`config.mk`:
```
export PLATFORM = sky130hd
export DESIGN_NAME = sr_cmd_conditioner
export DESIGN_NICKNAME = d
export VERILOG_FILES = /design/src/rtl/sr_cmd_conditioner.sv
export SDC_FILE = /design/constraint.sdc
export NUM_CORES = 1
export LEC_CHECK = 0
export CORE_UTILIZATION = 47
export DETAILED_ROUTE_END_ITERATION = 16
export GPL_TIMING_DRIVEN = 0
export PLACE_DENSITY = 0.7
export SYNTH_ARGS = -nofsm -noshare
export SYNTH_HDL_FRONTEND = slang
export SYNTH_SLANG_ARGS = --single-unit
export TNS_END_PERCENT = 30
```
`constraint.sdc`:
```
create_clock -name clk -period 1.35 [get_ports clk]
set_clock_uncertainty 0.15 [all_clocks]
set_input_delay 0.27 -clock clk [delete_from_list [all_inputs] [get_ports clk]]
set_output_delay 0.27 -clock clk [all_outputs]
set_load 0.03 [all_outputs]
```
`src/rtl/sr_cmd_conditioner.sv`:
```
// Conditions two raw, bouncy command lines into clean, mutually exclusive
// S/R pulses for a downstream SR flip-flop; reset requests win over set.
module sr_cmd_conditioner #(
  parameter int DEBOUNCE_CYCLES = 4,
  parameter int PULSE_CYCLES    = 1,
  parameter int HOLDOFF_CYCLES  = 2
) (
  input  logic clk,
  input  logic rst_n,
  input  logic set_in,
  input  logic rst_in,
  output logic s_out,
  output logic r_out,
  output logic busy,
  output logic conflict
);

  localparam int DW   = (DEBOUNCE_CYCLES < 2) ? 1 : $clog2(DEBOUNCE_CYCLES);
  localparam int TMAX = (PULSE_CYCLES > HOLDOFF_CYCLES) ? PULSE_CYCLES : HOLDOFF_CYCLES;
  localparam int TW   = (TMAX < 2) ? 1 : $clog2(TMAX);

  localparam logic [1:0] IDLE  = 2'd0;
  localparam logic [1:0] SET_P = 2'd1;
  localparam logic [1:0] RST_P = 2'd2;
  localparam logic [1:0] HOLD  = 2'd3;

  // Channel index 0 is set, index 1 is reset.
  logic [1:0]    sync1, sync2, db, rise, pend, clr;
  logic [DW-1:0] dcnt [2];
  logic [1:0]    state;
  logic [TW-1:0] tcnt;
  logic          pulse_done, hold_done;

  always_ff @(posedge clk or negedge rst_n) begin
    if (!rst_n) begin
      sync1 <= '0;
      sync2 <= '0;
    end else begin
      sync1 <= {rst_in, set_in};
      sync2 <= sync1;
    end
  end

  // A rising edge is taken on the same edge the debounced level goes high,
  // so the request is visible to the arbiter on the following cycle.
  always_comb begin
    for (int i = 0; i < 2; i++) begin
      rise[i] = (sync2[i] != db[i]) && !db[i] && (dcnt[i] == DW'(DEBOUNCE_CYCLES - 1));
    end
  end

  always_ff @(posedge clk or negedge rst_n) begin
    if (!rst_n) begin
      db      <= '0;
      dcnt[0] <= '0;
      dcnt[1] <= '0;
    end else begin
      for (int i = 0; i < 2; i++) begin
        if (sync2[i] == db[i]) begin
          dcnt[i] <= '0;
        end else if (dcnt[i] == DW'(DEBOUNCE_CYCLES - 1)) begin
          db[i]   <= ~db[i];
          dcnt[i] <= '0;
        end else begin
          dcnt[i] <= dcnt[i] + DW'(1);
        end
      end
    end
  end

  // The arbiter consumes whatever is pending while IDLE; when both are
  // pending the set request is dropped along with the reset one.
  always_comb begin
    clr        = (state == IDLE) ? pend : 2'b00;
    pulse_done = (tcnt == TW'(PULSE_CYCLES - 1));
    hold_done  = (tcnt == TW'(HOLDOFF_CYCLES - 1));
  end

  always_ff @(posedge clk or negedge rst_n) begin
    if (!rst_n) begin
      pend <= '0;
    end else begin
      pend <= rise | (pend & ~clr);
    end
  end

  always_ff @(posedge clk or negedge rst_n) begin
    if (!rst_n) begin
      state    <= IDLE;
      tcnt     <= '0;
      s_out    <= 1'b0;
      r_out    <= 1'b0;
      busy     <= 1'b0;
      conflict <= 1'b0;
    end else begin
      conflict <= 1'b0;
      case (state)
        IDLE: begin
          tcnt <= '0;
          if (pend[1]) begin
            state    <= RST_P;
            r_out    <= 1'b1;
            busy     <= 1'b1;
            conflict <= pend[0];
          end else if (pend[0]) begin
            state <= SET_P;
            s_out <= 1'b1;
            busy  <= 1'b1;
          end
        end
        SET_P, RST_P: begin
          if (pulse_done) begin
            tcnt  <= '0;
            s_out <= 1'b0;
            r_out <= 1'b0;
            if (HOLDOFF_CYCLES > 0) begin
              state <= HOLD;
            end else begin
              state <= IDLE;
              busy  <= 1'b0;
            end
          end else begin
            tcnt <= tcnt + TW'(1);
          end
        end
        default: begin
          if (hold_done) begin
            tcnt  <= '0;
            state <= IDLE;
            busy  <= 1'b0;
          end else begin
            tcnt <= tcnt + TW'(1);
          end
        end
      endcase
    end
  end

endmodule
```
==> metrics.txt <==
outcome=complete, but fails checks; Cell Pwr Density=2560 nW/um^2; Hold Crit Class=reg -> reg; placed cell count=90; clock sink count=19; ys flop type=dfrtp_1; area leader, netlist=dfrtp_1; vias per cell=roughly 5.2; vias in the first global route=470; final setup TNS=-0.457 ns; Final Hold Fails=0; Placer Congestion=0.775; static leakage=~0.00045 uW; ys async rst share=100%; post-synthesis xor/xnor area fraction=under 10%; htree depth=1; Placement Setup Slack=-0.249 ns; Root Buffer=clkbuf_4; largest family of logic cells by synthesized area=compound AO/OA/AOI/OAI gates; via count=515; WL final=1.29 mm; Final ANT Viol Nets=0; first-pass GRT wire length=1.97 mm; ratio of cells with drive above 1 in the final layout=between 20 and 30%; Die Ht=roughly 43 um; Critical Path RT=about 1.4 ns; total CTS buffers=3; CP endpoint kind=flop; crit-path max FO=8; max cap viols=0; Synth top cells by count=dfrtp_1 (19), inv_1 (8), ha_1 (6), o21ai_0 (6), nor2b_1 (5); crit path time final=1.51 ns; Cell Count, Final, Fillers Out=between 90 and 100; First-pass DRT Iterations=4; GRT overflow=0; Synth Area in Compound Gates=a little over an eighth; DR iter-0 viols=7; Synth Instances=67; drt wl/cell=13.0 um; EDFF count, synth=0; combinational fraction of design power=a little over half; final setup margin=-0.160 ns; Syn Area/Cell=approximately 12 um^2; YS warnings=0; Initial Util=51.6%; Antenna diodes=0; Rows=14; Slew HR=45.0%; die width=about 43 um; die footprint=between 1500 and 2000 um^2; mux share of post-synthesis cell area=0%; post-synthesis sequential area ratio=about three fifths; Pint=about 1500 uW; slew at the pin closest to its max-slew limit=0.822 ns; unrepaired setup endpoints after global routing=true; Final setup viols=5; Sw Pwr=a little under 1000 uW; clk_lat worst skew=slightly below 0.3 ns; Yosys cell types=18; Crit Path Class=reg -> reg; Synthesized Nets=77; f_max=approximately 660 MHz; Clock Power Share=roughly 11%; Synth-to-Final Area Change=23.7%; Final period util=112%; Adder-Cell Fraction of Synth Area=9.43%; nets@finish=between 90 and 100; initial antenna violation count=0; core region area=~1500 um^2; Yosys top cell area share=about three fifths; hold slack=0.208 ns; most frequent cell after synthesis=dfrtp_1; Post-Syn Area=slightly below 800 um^2; hold_buf cts=0; share of power burned in registers=between 30% and 40%; Residual DRC=0; switching part of the total=38.6%; Final Max Slew Viols=0; CP startpoint kind=flop; CTS tree=done; Ports=8; failing checks=setup timing; Global Route Usage Sum=~15%; Worst Path Arrival=~1.5 ns; IO Port Bufs=7; HPWL after DPL=around 750 um; Clock transition at path regs=0.10 ns; Post-Synth Simple-Gate Area=between 10% and 20%; synth top area cells=dfrtp_1 (60%), ha_1 (9.4%), nor2b_1 (3.9%); Bufs on Longest Clock Path=2; largest net degree at the start of global routing=20; Worst VDD drop=around 1.3 mV; Seq cells post-synth=19
routing by layer:
| metal | track usage, % | part of all wire, % | vias up |
|---|---|---|---|
| met2 | 24.5 | 48 | 15 |
| met3 | 2.55 | 3.3 | 2 |
| met1 | 18.2 | 48 | 243 |
| met4 | 9.09 | 0.70 | 0 |
| met5 | 0 | 0 | - |
| li1 | - | - | 255 |
power by group through the flow:
| stage | combinational, uW | sequential, uW | clock, uW |
|---|---|---|---|
| 2_1_floorplan | 655 | 974 | 0 |
| 3_3_place_gp | 930 | 922 | 0 |
| 3_5_place_dp | 948 | 932 | 0 |
| 4_1_cts | 1180 | 917 | 284 |
| 5_1_grt | 1440 | 955 | 303 |
| 6_report | 1310 | 932 | 276 |
worst paths after layout:
| kind | start | to | slack, ns | cells after the start |
|---|---|---|---|---|
| setup reg to reg | state[1]$_DFFE_PN0P_ | state[0]$_DFFE_PN0P_ | -0.16 | 5 |
| setup / recovery | state[1]$_DFFE_PN0P_ | state[0]$_DFFE_PN0P_ | -0.16 | 5 |
| max in group asynchronous | rst_n | dcnt[1]$_DFF_PN0_ | 0.25 | 1 |
| hold / removal | sync1[1]$_DFF_PN0_ | sync2[1]$_DFF_PN0_ | 0.21 | 0 |
| hold reg to reg | sync1[1]$_DFF_PN0_ | sync2[1]$_DFF_PN0_ | 0.21 | 0 |
| min in group asynchronous | rst_n | busy$_DFFE_PN0P_ | 0.30 | 1 |
through the flow:
| stage | total power, uW | utilization [%] | instance area, um^2 |
|---|---|---|---|
| finish | 2520 | 63.9 | 985 |
| global route | 2700 | 63.9 | 985 |
| CTS | 2380 | 62.2 | 958 |
| detailed placement | 1880 | 57.5 | 886 |
| global placement | 1850 | 57.5 | 886 |
| floorplan | 1630 | - | 796 |
critical path, cell delays in order, from the launching register on:
cell	delay, ns
dfrtp_1	0.38
inv_2	0.05
ha_4	0.18
nor2b_4	0.14
a221o_1	0.36
o2bb2ai_2	0.15
cell usage in the layout (no fill, tap or decap), drive strengths merged:
master	netlist	layout
a21oi	4	4
a221o	2	2
and3	1	1
buf	1	7
clkbuf	0	4
clkdlybuf4s15	0	3
clkdlybuf4s50	0	3
dfrtp	19	19
ha	6	6
inv	8	8
nand2	3	3
nand2b	1	1
nor2	1	1
nor2b	6	6
nor3	3	3
o21ai	6	6
o21ba	1	1
o22ai	1	1
o2bb2ai	2	2
xnor2	2	2
cell families (layout without fill, tap and decap cells):
kind of cell | Yosys count | after routing
adders and majority gates | 6 | 6
buffers and inverters | 9 | 25
xor gates and xnor gates | 2 | 2
AOI/OAI and AO/OA | 16 | 16
and+or+nand+nor | 15 | 15
DFF | 19 | 19
final cells by class:
cell class,instances,area [um^2]
Tap cell,16,20.0
Multi-Input combinational cell,39,319
Timing Repair Buffer,13,114
Clock buffer,4,26.3
Inverter,8,30.0
Fill cell,129,557
Sequential cell,19,475
state kept, by name (all words and copies together), names as in the netlist:
register and count:
dcnt 4, db 2, pend 2, state 2
sync1 2, sync2 2, busy 1, conflict 1
hold_done 1, r_out 1, s_out 1
repair_timing:
action / in CTS / in global routing
setup buffers: 3 / 3
endpoints found under the setup margin: 9 / 7
resized for setup: 23 / 5
pin swaps: 2 / 4
No activity file was read; power rests on OpenSTA's default activity.
